## src/rtl/calc_pkg.sv

```systemverilog
// calc_pkg: op codes, op classification helpers and driver state encoding
package calc_pkg;
  localparam logic [2:0] OP_MUL  = 3'd0;
  localparam logic [2:0] OP_ADD  = 3'd1;
  localparam logic [2:0] OP_SUB  = 3'd2;
  localparam logic [2:0] OP_SQR  = 3'd3;
  localparam logic [2:0] OP_INC2 = 3'd4;
  localparam logic [2:0] OP_DEC2 = 3'd5;
  typedef enum logic [2:0] {
    ST_IDLE,
    ST_DRIVE,
    ST_GAP,
    ST_SETTLE,
    ST_DONE,
    ST_ERR
  } state_t;
  function automatic logic is_binary(input logic [2:0] op);
    return op <= OP_SUB;
  endfunction
  function automatic logic is_legal(input logic [2:0] op);
    return op <= OP_DEC2;
  endfunction
endpackage

```

## src/rtl/calc_tick_timer.sv

```systemverilog
// calc_tick_timer: 4-bit loadable down-counter, done while the count is zero
module calc_tick_timer (
  input  logic       clk,
  input  logic       rst,
  input  logic       load,
  input  logic [3:0] load_val,
  output logic       done
);
  logic [3:0] cnt;
  assign done = cnt == 4'd0;
  always_ff @(posedge clk) begin
    if (rst) cnt <= 4'd0;
    else if (load) cnt <= load_val;
    else if (!done) cnt <= cnt - 4'd1;
  end
endmodule

```

## src/rtl/calc_driver.sv

```systemverilog
// calc_driver: serialises one calculation into validIn/dataIn tokens and captures the result
module calc_driver
  import calc_pkg::*;
#(
  parameter int PULSE_LEN  = 2,
  parameter int GAP_LEN    = 2,
  parameter int SETTLE_LEN = 2
) (
  input  logic       clk,
  input  logic       rst,
  input  logic       cmdValid,
  output logic       cmdReady,
  input  logic [7:0] cmdA,
  input  logic [2:0] cmdOp,
  input  logic [7:0] cmdB,
  output logic       validOut,
  output logic [7:0] dataOut,
  input  logic [7:0] resultIn,
  output logic       resultValid,
  output logic [7:0] result,
  output logic       err
);
  localparam logic [3:0] P_LD = 4'(PULSE_LEN - 1);
  localparam logic [3:0] G_LD = 4'(GAP_LEN - 1);
  localparam logic [3:0] S_LD = 4'(SETTLE_LEN - 1);
  state_t state;
  logic [7:0] a_q, b_q;
  logic [2:0] op_q;
  logic [1:0] idx;
  logic t_done, t_load, accept, last, busy;
  logic [3:0] t_val;
  logic [7:0] token;
  assign cmdReady = state == ST_IDLE && !rst;
  assign accept   = cmdValid && cmdReady;
  assign last     = idx == (is_binary(op_q) ? 2'd2 : 2'd1);
  assign token    = idx == 2'd0 ? a_q : idx == 2'd1 ? {5'd0, op_q} : b_q;
  assign busy     = state == ST_DRIVE || state == ST_GAP || state == ST_SETTLE;
  // Each interval is timed by reloading with (length - 1) on entry to the next phase.
  assign t_load   = (accept && is_legal(cmdOp)) || (busy && t_done);
  assign t_val    = state == ST_DRIVE ? (last ? S_LD : G_LD) : P_LD;
  calc_tick_timer u_timer (
    .clk     (clk),
    .rst     (rst),
    .load    (t_load),
    .load_val(t_val),
    .done    (t_done)
  );
  always_ff @(posedge clk) begin
    if (rst) begin
      state       <= ST_IDLE;
      validOut    <= 1'b0;
      dataOut     <= 8'd0;
      result      <= 8'd0;
      resultValid <= 1'b0;
      err         <= 1'b0;
      idx         <= 2'd0;
      a_q         <= 8'd0;
      b_q         <= 8'd0;
      op_q        <= 3'd0;
    end else begin
      resultValid <= 1'b0;
      err         <= 1'b0;
      case (state)
        ST_IDLE: if (accept) begin
          a_q  <= cmdA;
          b_q  <= cmdB;
          op_q <= cmdOp;
          idx  <= 2'd0;
          if (is_legal(cmdOp)) begin
            state    <= ST_DRIVE;
            validOut <= 1'b1;
            dataOut  <= cmdA;
          end else begin
            state <= ST_ERR;
            err   <= 1'b1;
          end
        end
        ST_DRIVE: if (t_done) begin
          validOut <= 1'b0;
          idx      <= idx + 2'd1;
          state    <= last ? ST_SETTLE : ST_GAP;
        end
        ST_GAP: if (t_done) begin
          validOut <= 1'b1;
          dataOut  <= token;
          state    <= ST_DRIVE;
        end
        ST_SETTLE: if (t_done) begin
          result      <= resultIn;
          resultValid <= 1'b1;
          state       <= ST_DONE;
        end
        default: state <= ST_IDLE;
      endcase
    end
  end
endmodule

```

## config.mk

```make
export PLATFORM = sky130hd
export DESIGN_NAME = calc_driver
export DESIGN_NICKNAME = d
export VERILOG_FILES = /design/src/rtl/calc_pkg.sv /design/src/rtl/calc_tick_timer.sv /design/src/rtl/calc_driver.sv
export SDC_FILE = /design/constraint.sdc
export NUM_CORES = 1
export LEC_CHECK = 0
export ABC_CLOCK_PERIOD_IN_PS = 2000
export BUFFER_PORTS_ARGS = -buffer_cell sky130_fd_sc_hd__buf_2
export CAP_MARGIN = 10
export CORE_MARGIN = 1
export CORE_UTILIZATION = 40
export CTS_BUF_LIST = sky130_fd_sc_hd__clkbuf_8 sky130_fd_sc_hd__clkbuf_16
export DETAILED_ROUTE_END_ITERATION = 12
export GPL_TIMING_DRIVEN = 0
export PLACE_DENSITY = 0.7
export SKIP_LAST_GASP = 1
export SYNTH_ARGS = -nofsm -noshare
export SYNTH_HDL_FRONTEND = slang
export SYNTH_SLANG_ARGS = --single-unit
```

## constraint.sdc

```tcl
create_clock -name clk -period 2 [get_ports clk]
set_clock_uncertainty 0.15 [all_clocks]
set_input_delay 0.6 -clock clk [delete_from_list [all_inputs] [get_ports clk]]
set_output_delay 0.6 -clock clk [all_outputs]
set_load 0.01 [all_outputs]
```

==> results of run 1 <==
==> sequential cells by signal (all words and copies together) (netlist names) <==
register / cells
a_q: 8
b_q: 8
dataOut: 8
result: 8
u_timer.cnt: 4
op_q: 3
state: 3
idx: 2
err: 1
resultValid: 1
validOut: 1
==> what timing repair did <==
item,in CTS,in global routing
hold buffers,0,0
pin swaps,1,2
setup endpoints to repair,6,13
resized for setup,8,2
buffers inserted,4,1
==> power breakdown <==
group          switching (mW)  leakage, nW  internal, mW
sequential              0.104        0.384          1.09
combinational           0.513        0.696         0.465
clock                   0.323       0.0505         0.315
==> path summary, 6_finish.rpt <==
path / to / slack, ps / from / cells after the start
worst max-delay path: cmdReady / -60 / rst / 5
worst min-delay path: b_q[6]$_SDFFE_PP0P_ / 300 / b_q[6]$_SDFFE_PP0P_ / 2
worst max register to register: dataOut[6]$_SDFFE_PP0P_ / 10 / state[0]$_SDFFE_PP0P_ / 5
worst min register to register: b_q[6]$_SDFFE_PP0P_ / 300 / b_q[6]$_SDFFE_PP0P_ / 2
==> logic make-up (layout without fill, tap and decap cells) <==
group	count (synthesis)	after routing
flops	47	47
xor+xnor	2	2
compound gates	62	62
fa+ha+maj	3	3
simple gates	84	84
buf+inv	23	84
mux	16	16
==> worst min-delay path: cells and delay by family (launching register included) <==
family,cells,cell delay (ps)
flip-flops,1,310
AO/OA/AOI/OAI,1,50
AND/OR/NAND/NOR,1,50
==> cell usage after synthesis (3+ instances only) <==
library cell  number
ha_1               3
nor3_1             3
a2111oi_1          4
mux2i_1           15
nor3b_1            5
inv_1              7
buf_2              4
a31o_1             5
dfxtp_1           47
a21oi_1           13
o21ai_0            4
nand2_1           42
o21ai_1           23
or3_1              3
nor2_1            17
clkbuf_1           8
o211ai_1           3
buf_6              3
==> metal layers <==
metal / share of wire [%] / up-vias / track usage, %
met4: 1.1 / 0 / 6.29
met2: 46 / 65 / 30.0
li1: - / 948 / -
met1: 45 / 860 / 25.0
met5: 0 / - / 0
met3: 7.7 / 6 / 4.61
==> area by class of cell <==
cell class / count / area share (%)
clock buffers: 7 / 3.70
multi-input cells: 167 / 40.7
repair buffers: 54 / 11.1
clock inverters: 1 / 0.288
inverters: 7 / 1.01
well taps: 67 / 3.22
plain buffers: 15 / 3.80
flip-flops and latches: 47 / 36.2
==> impl_metrics.env, run 1 <==
export IMPL_status="complete, but fails checks"
export IMPL_failed_checks="setup timing"
export IMPL_yosysSeqAreaShare_pct=45.0
export IMPL_io_buffers=49
export IMPL_slew_headroom_pct=67.5
export IMPL_hold_class="register to register"
export IMPL_ys_warn_count=0
export IMPL_async_reset_ff_share_pct=0
export IMPL_routed_wl_mm=4.75
export IMPL_utilization_pct=53.3
export IMPL_num_vias=1879
export IMPL_leakage_nw=1.13
export IMPL_synth_area_um2=2090
export IMPL_fp_dieArea_um2=5520
export IMPL_critPathRequiredTime_ps=1250
export IMPL_grt_pass1_wl_mm=7.92
export IMPL_place_inst=353
export IMPL_grt_max_degree=15
export IMPL_synth_flop_cell="dfxtp_1"
export IMPL_cp_start_kind="input pin"
export IMPL_ios=50
export IMPL_netlist_top_cells_area="dfxtp_1 (45%), nand2_1 (7.5%), mux2i_1 (7.2%), o21ai_1 (5.5%), a21oi_1 (3.1%)"
export IMPL_synth_simple_area_share_pct=20.2
export IMPL_cts_tree="yes"
export IMPL_finalInstanceArea_um2=2600
export IMPL_post_route_min_period_ps=2060
export IMPL_wl_per_cell_um=13.0
export IMPL_cts_buffer_depth=2
export IMPL_setup_viol=1
export IMPL_synth_enable_flop_cells=0
export IMPL_n_fill_cell=480
export IMPL_regArea_um2=941
export IMPL_synth_ff_latch_count=47
export IMPL_core_area_um2=4880
export IMPL_gr_usage_all_layers_pct=18.8
export IMPL_muxShareOfSynthArea_pct=7.72
export IMPL_place_gp_congestion=0.816
export IMPL_worstPathArrival_ps=1310
export IMPL_max_slew_worst_pin_slew_ps=487
export IMPL_setup_ws_ps=-63.8
export IMPL_synth_compound_area_share_pct=18.8
export IMPL_crit_type="input pin to primary output"
export IMPL_avgSynthCellArea_um2=8.82
export IMPL_synth_cell_types=40
export IMPL_dpl_cell_area_um2=2430
export IMPL_max_freq_mhz=485
export IMPL_fp_dieW_um=74.3
export IMPL_start_util_pct=42.8
export IMPL_overflow=0
export IMPL_dp_hpwl_mm=3.39
export IMPL_final_hold_violation_count=0
export IMPL_antennaDiodeCount=0
export IMPL_cp_slowest_cell="or2_4"
export IMPL_dp_slack_ps=-364
export IMPL_tns_ps=-63.8
export IMPL_drc=0
export IMPL_antenna_found_initial=0
export IMPL_synth_xor_area_share_pct=0.838
export IMPL_worstSkewPairLatency_ps=300
export IMPL_ant_nets=0
export IMPL_multi_input_area_um2=1060
export IMPL_cpLargestDelayFamily="buffers and inverters"
export IMPL_hold_ws_ps=302
export IMPL_fin_crit_sh_pct=103
export IMPL_cap_violations=0
export IMPL_area_growth_pct=24.5
export IMPL_rsz0062_at_grt="yes"
export IMPL_drive_gt1_share_pct=27.9
export IMPL_slowest_delay_ps=240
export IMPL_cts_root_buf="clkbuf_8"
export IMPL_clk_pin_slew_ps=90
export IMPL_htreeDepth=2
export IMPL_fin_nets=330
export IMPL_synth_net_count=270
export IMPL_dr_pass1_iters=4
export IMPL_p_per_area_nw_per_um2=1080
export IMPL_fp_row_count=25
export IMPL_synth_top_family_by_area="simple AND/OR/NAND/NOR gates"
export IMPL_layout_commonest_cell="buf_2"
export IMPL_worstPathMaxFanout=4
export IMPL_drt_iter0_drc=102
export IMPL_cts_buffers=5
export IMPL_cts_sinks=47
export IMPL_drv_slew=0
export IMPL_layout_common_cells="buf_2 (52), dfxtp_1 (47), nand2_1 (42), o21ai_1 (23), nor2_1 (17)"
export IMPL_vdd_drop_max_mv=0.430
export IMPL_synth_fa_ha_area_share_pct=1.80
export IMPL_synthesis_instances=237
export IMPL_cp_end_kind="primary output"
export IMPL_netlist_area_leader_share_pct=45.0
export IMPL_grt_pass1_vias=1747
export IMPL_worstPathCellList="buf_6 > clkbuf_8 > or2_4 > nor3_4 > buf_2"
export IMPL_die_y_um=74.3
export IMPL_drt_vias_per_instance=5.15
export IMPL_synth_area_leader_cell="dfxtp_1"
export IMPL_p_total_mw=2.81
export IMPL_cp_num_buf_inv=3
export IMPL_stdcell_count=365
No activity file was read; power rests on OpenSTA's default activity.
==> inputs of run 2 (changes only) <==
- CORE_UTILIZATION: 40 -> 30
- CTS_CLUSTER_SIZE: not set -> 8
- PLACE_DENSITY: 0.7 -> 0.58
- TNS_END_PERCENT: not set -> 30
==> impl_metrics.env, run 2 (synthesized netlist as in run 1, its figures left out) <==
export IMPL_antenna_found_initial=0
export IMPL_fin_crit_sh_pct=99.8
export IMPL_cts_buffers=5
export IMPL_p_per_area_nw_per_um2=1060
export IMPL_place_inst=366
export IMPL_ant_nets=0
export IMPL_max_freq_mhz=501
export IMPL_drv_slew=0
export IMPL_switching_power_uw=968
export IMPL_pwr_share_clk_pct=20.5
export IMPL_dr_pass1_iters=4
export IMPL_rsz0062_at_grt="yes"
export IMPL_cts_sinks=47
export IMPL_wl_per_cell_um=13.7
export IMPL_ios=50
export IMPL_status="finished, final reports clean"
export IMPL_fin_nets=335
export IMPL_routed_wl_mm=5.23
export IMPL_vdd_drop_max_mv=0.463
export IMPL_cpLargestDelayFamily="simple AND/OR/NAND/NOR gates"
export IMPL_layout_commonest_cell="buf_2"
export IMPL_overflow=0
export IMPL_num_vias=1871
export IMPL_setup_viol=0
export IMPL_area_growth_pct=26.3
export IMPL_power_frac_seq_pct=42.8
export IMPL_cts_root_buf="clkbuf_8"
export IMPL_fp_row_count=30
export IMPL_reg2reg_depth=5
export IMPL_worstPathMaxFanout=3
export IMPL_cap_violations=0
export IMPL_grt_max_degree=15
export IMPL_grt_pass1_wl_mm=8.61
export IMPL_start_util_pct=30.9
export IMPL_worstPathCellList="buf_8 > or2_4 > nor3_4 > buf_2"
export IMPL_crit_cells=4
export IMPL_critPathRequiredTime_ps=1250
export IMPL_cp_end_kind="primary output"
export IMPL_final_hold_violation_count=0
export IMPL_fp_dieW_um=85.5
export IMPL_swShare_pct=34.6
export IMPL_place_gp_congestion=0.764
export IMPL_antennaDiodeCount=0
export IMPL_hold_ws_ps=303
export IMPL_fp_dieArea_um2=7310
export IMPL_worstSkewPairLatency_ps=300
export IMPL_core_area_um2=6760
export IMPL_worstPathArrival_ps=1250
export IMPL_p_comb_share_pct=36.7
export IMPL_crit_type="input pin to primary output"
export IMPL_slew_headroom_pct=66.8
export IMPL_hold_depth=2
export IMPL_die_y_um=85.5
export IMPL_hold_class="register to register"
export IMPL_drt_iter0_drc=105
export IMPL_drive_gt1_share_pct=29.0
export IMPL_htreeDepth=2
export IMPL_post_route_min_period_ps=2000
export IMPL_n_fill_cell=721
export IMPL_layout_common_cells="buf_2 (51), dfxtp_1 (46), nand2_1 (42), o21ai_1 (23), nor2_1 (17)"
export IMPL_drt_vias_per_instance=4.89
export IMPL_cp_num_buf_inv=2
export IMPL_drc=0
export IMPL_stdcell_count=383
export IMPL_grt_pass1_vias=1749
export IMPL_max_slew_worst_pin_slew_ps=495
export IMPL_p_int_mw=1.83
export IMPL_cts_tree="yes"
export IMPL_cp_slowest_cell="or2_4"
export IMPL_leakage_nw=1.16
export IMPL_dp_hpwl_mm=3.76
export IMPL_cp_start_kind="input pin"
export IMPL_slowest_delay_ps=240
export IMPL_gr_usage_all_layers_pct=15.2
export IMPL_clk_pin_slew_ps=90
export IMPL_cts_buffer_depth=2
export IMPL_io_buffers=49
[run 2: worst paths after layout]
check / to / from / slack (ps)
hold / removal: b_q[4]$_SDFFE_PP0P_ / b_q[4]$_SDFFE_PP0P_ / 300
hold reg to reg: b_q[4]$_SDFFE_PP0P_ / b_q[4]$_SDFFE_PP0P_ / 300
setup reg to reg: dataOut[4]$_SDFFE_PP0P_ / state[2]$_SDFFE_PP0P_ / 40
setup / recovery: cmdReady / rst / 4
[run 2: stage by stage]
stage | setup TNS, ps | util [%] | area, um2 | setup slack [ps] | total power, mW
detailed placement | -2740 | 36.2 | 2450 | -368 | 2.11
finish | 0 | 39.1 | 2640 | 3.77 | 2.80
global placement | -2480 | 36.2 | 2450 | -375 | 2.08
CTS | -222 | 38.1 | 2570 | -84.5 | 2.71
floorplan | 0 | - | 2100 | 4.13 | 1.86
global route | -36.4 | 39.1 | 2640 | -36.4 | 2.99
[run 2: what timing repair did]
action,in CTS,in global routing
buffers inserted,2,10
endpoints found under the setup margin,6,17
gates resized for setup,8,5
pin swaps,1,3
hold endpoints to repair,0,0
hold buffers,0,0
[run 2: cell type report]
class / instances / area, um2 / area share, %
multi-input combinational: 167 / 1050 / 40.0
sequential: 47 / 945 / 35.8
timing repair buffer: 61 / 345 / 13.1
tap: 80 / 100 / 3.79
buffer: 13 / 83.8 / 3.18
clock buffer: 5 / 68.8 / 2.61
inverter: 7 / 26.3 / 0.995
clock inverter: 3 / 16.3 / 0.616
[run 2: per-layer routing]
metal	track usage, %	share of wire [%]
met1	21.0	49
met2	22.8	44
met3	4.96	5.4
met4	3.64	0.90
met5	0	0
[run 2: tightest hold or removal path, cell delays in order (launching register included)]
cell	delay [ps]
dfxtp_1	320
nand2_1	50
o21ai_1	50
[run 2: power groups by stage]
stage	registers, mW	logic, mW	clock network (mW)
floorplan	1.21	0.650	0
global placement	1.21	0.874	0
detailed placement	1.21	0.890	0
CTS	1.20	0.920	0.588
global route	1.22	1.13	0.637
finish	1.20	1.03	0.574
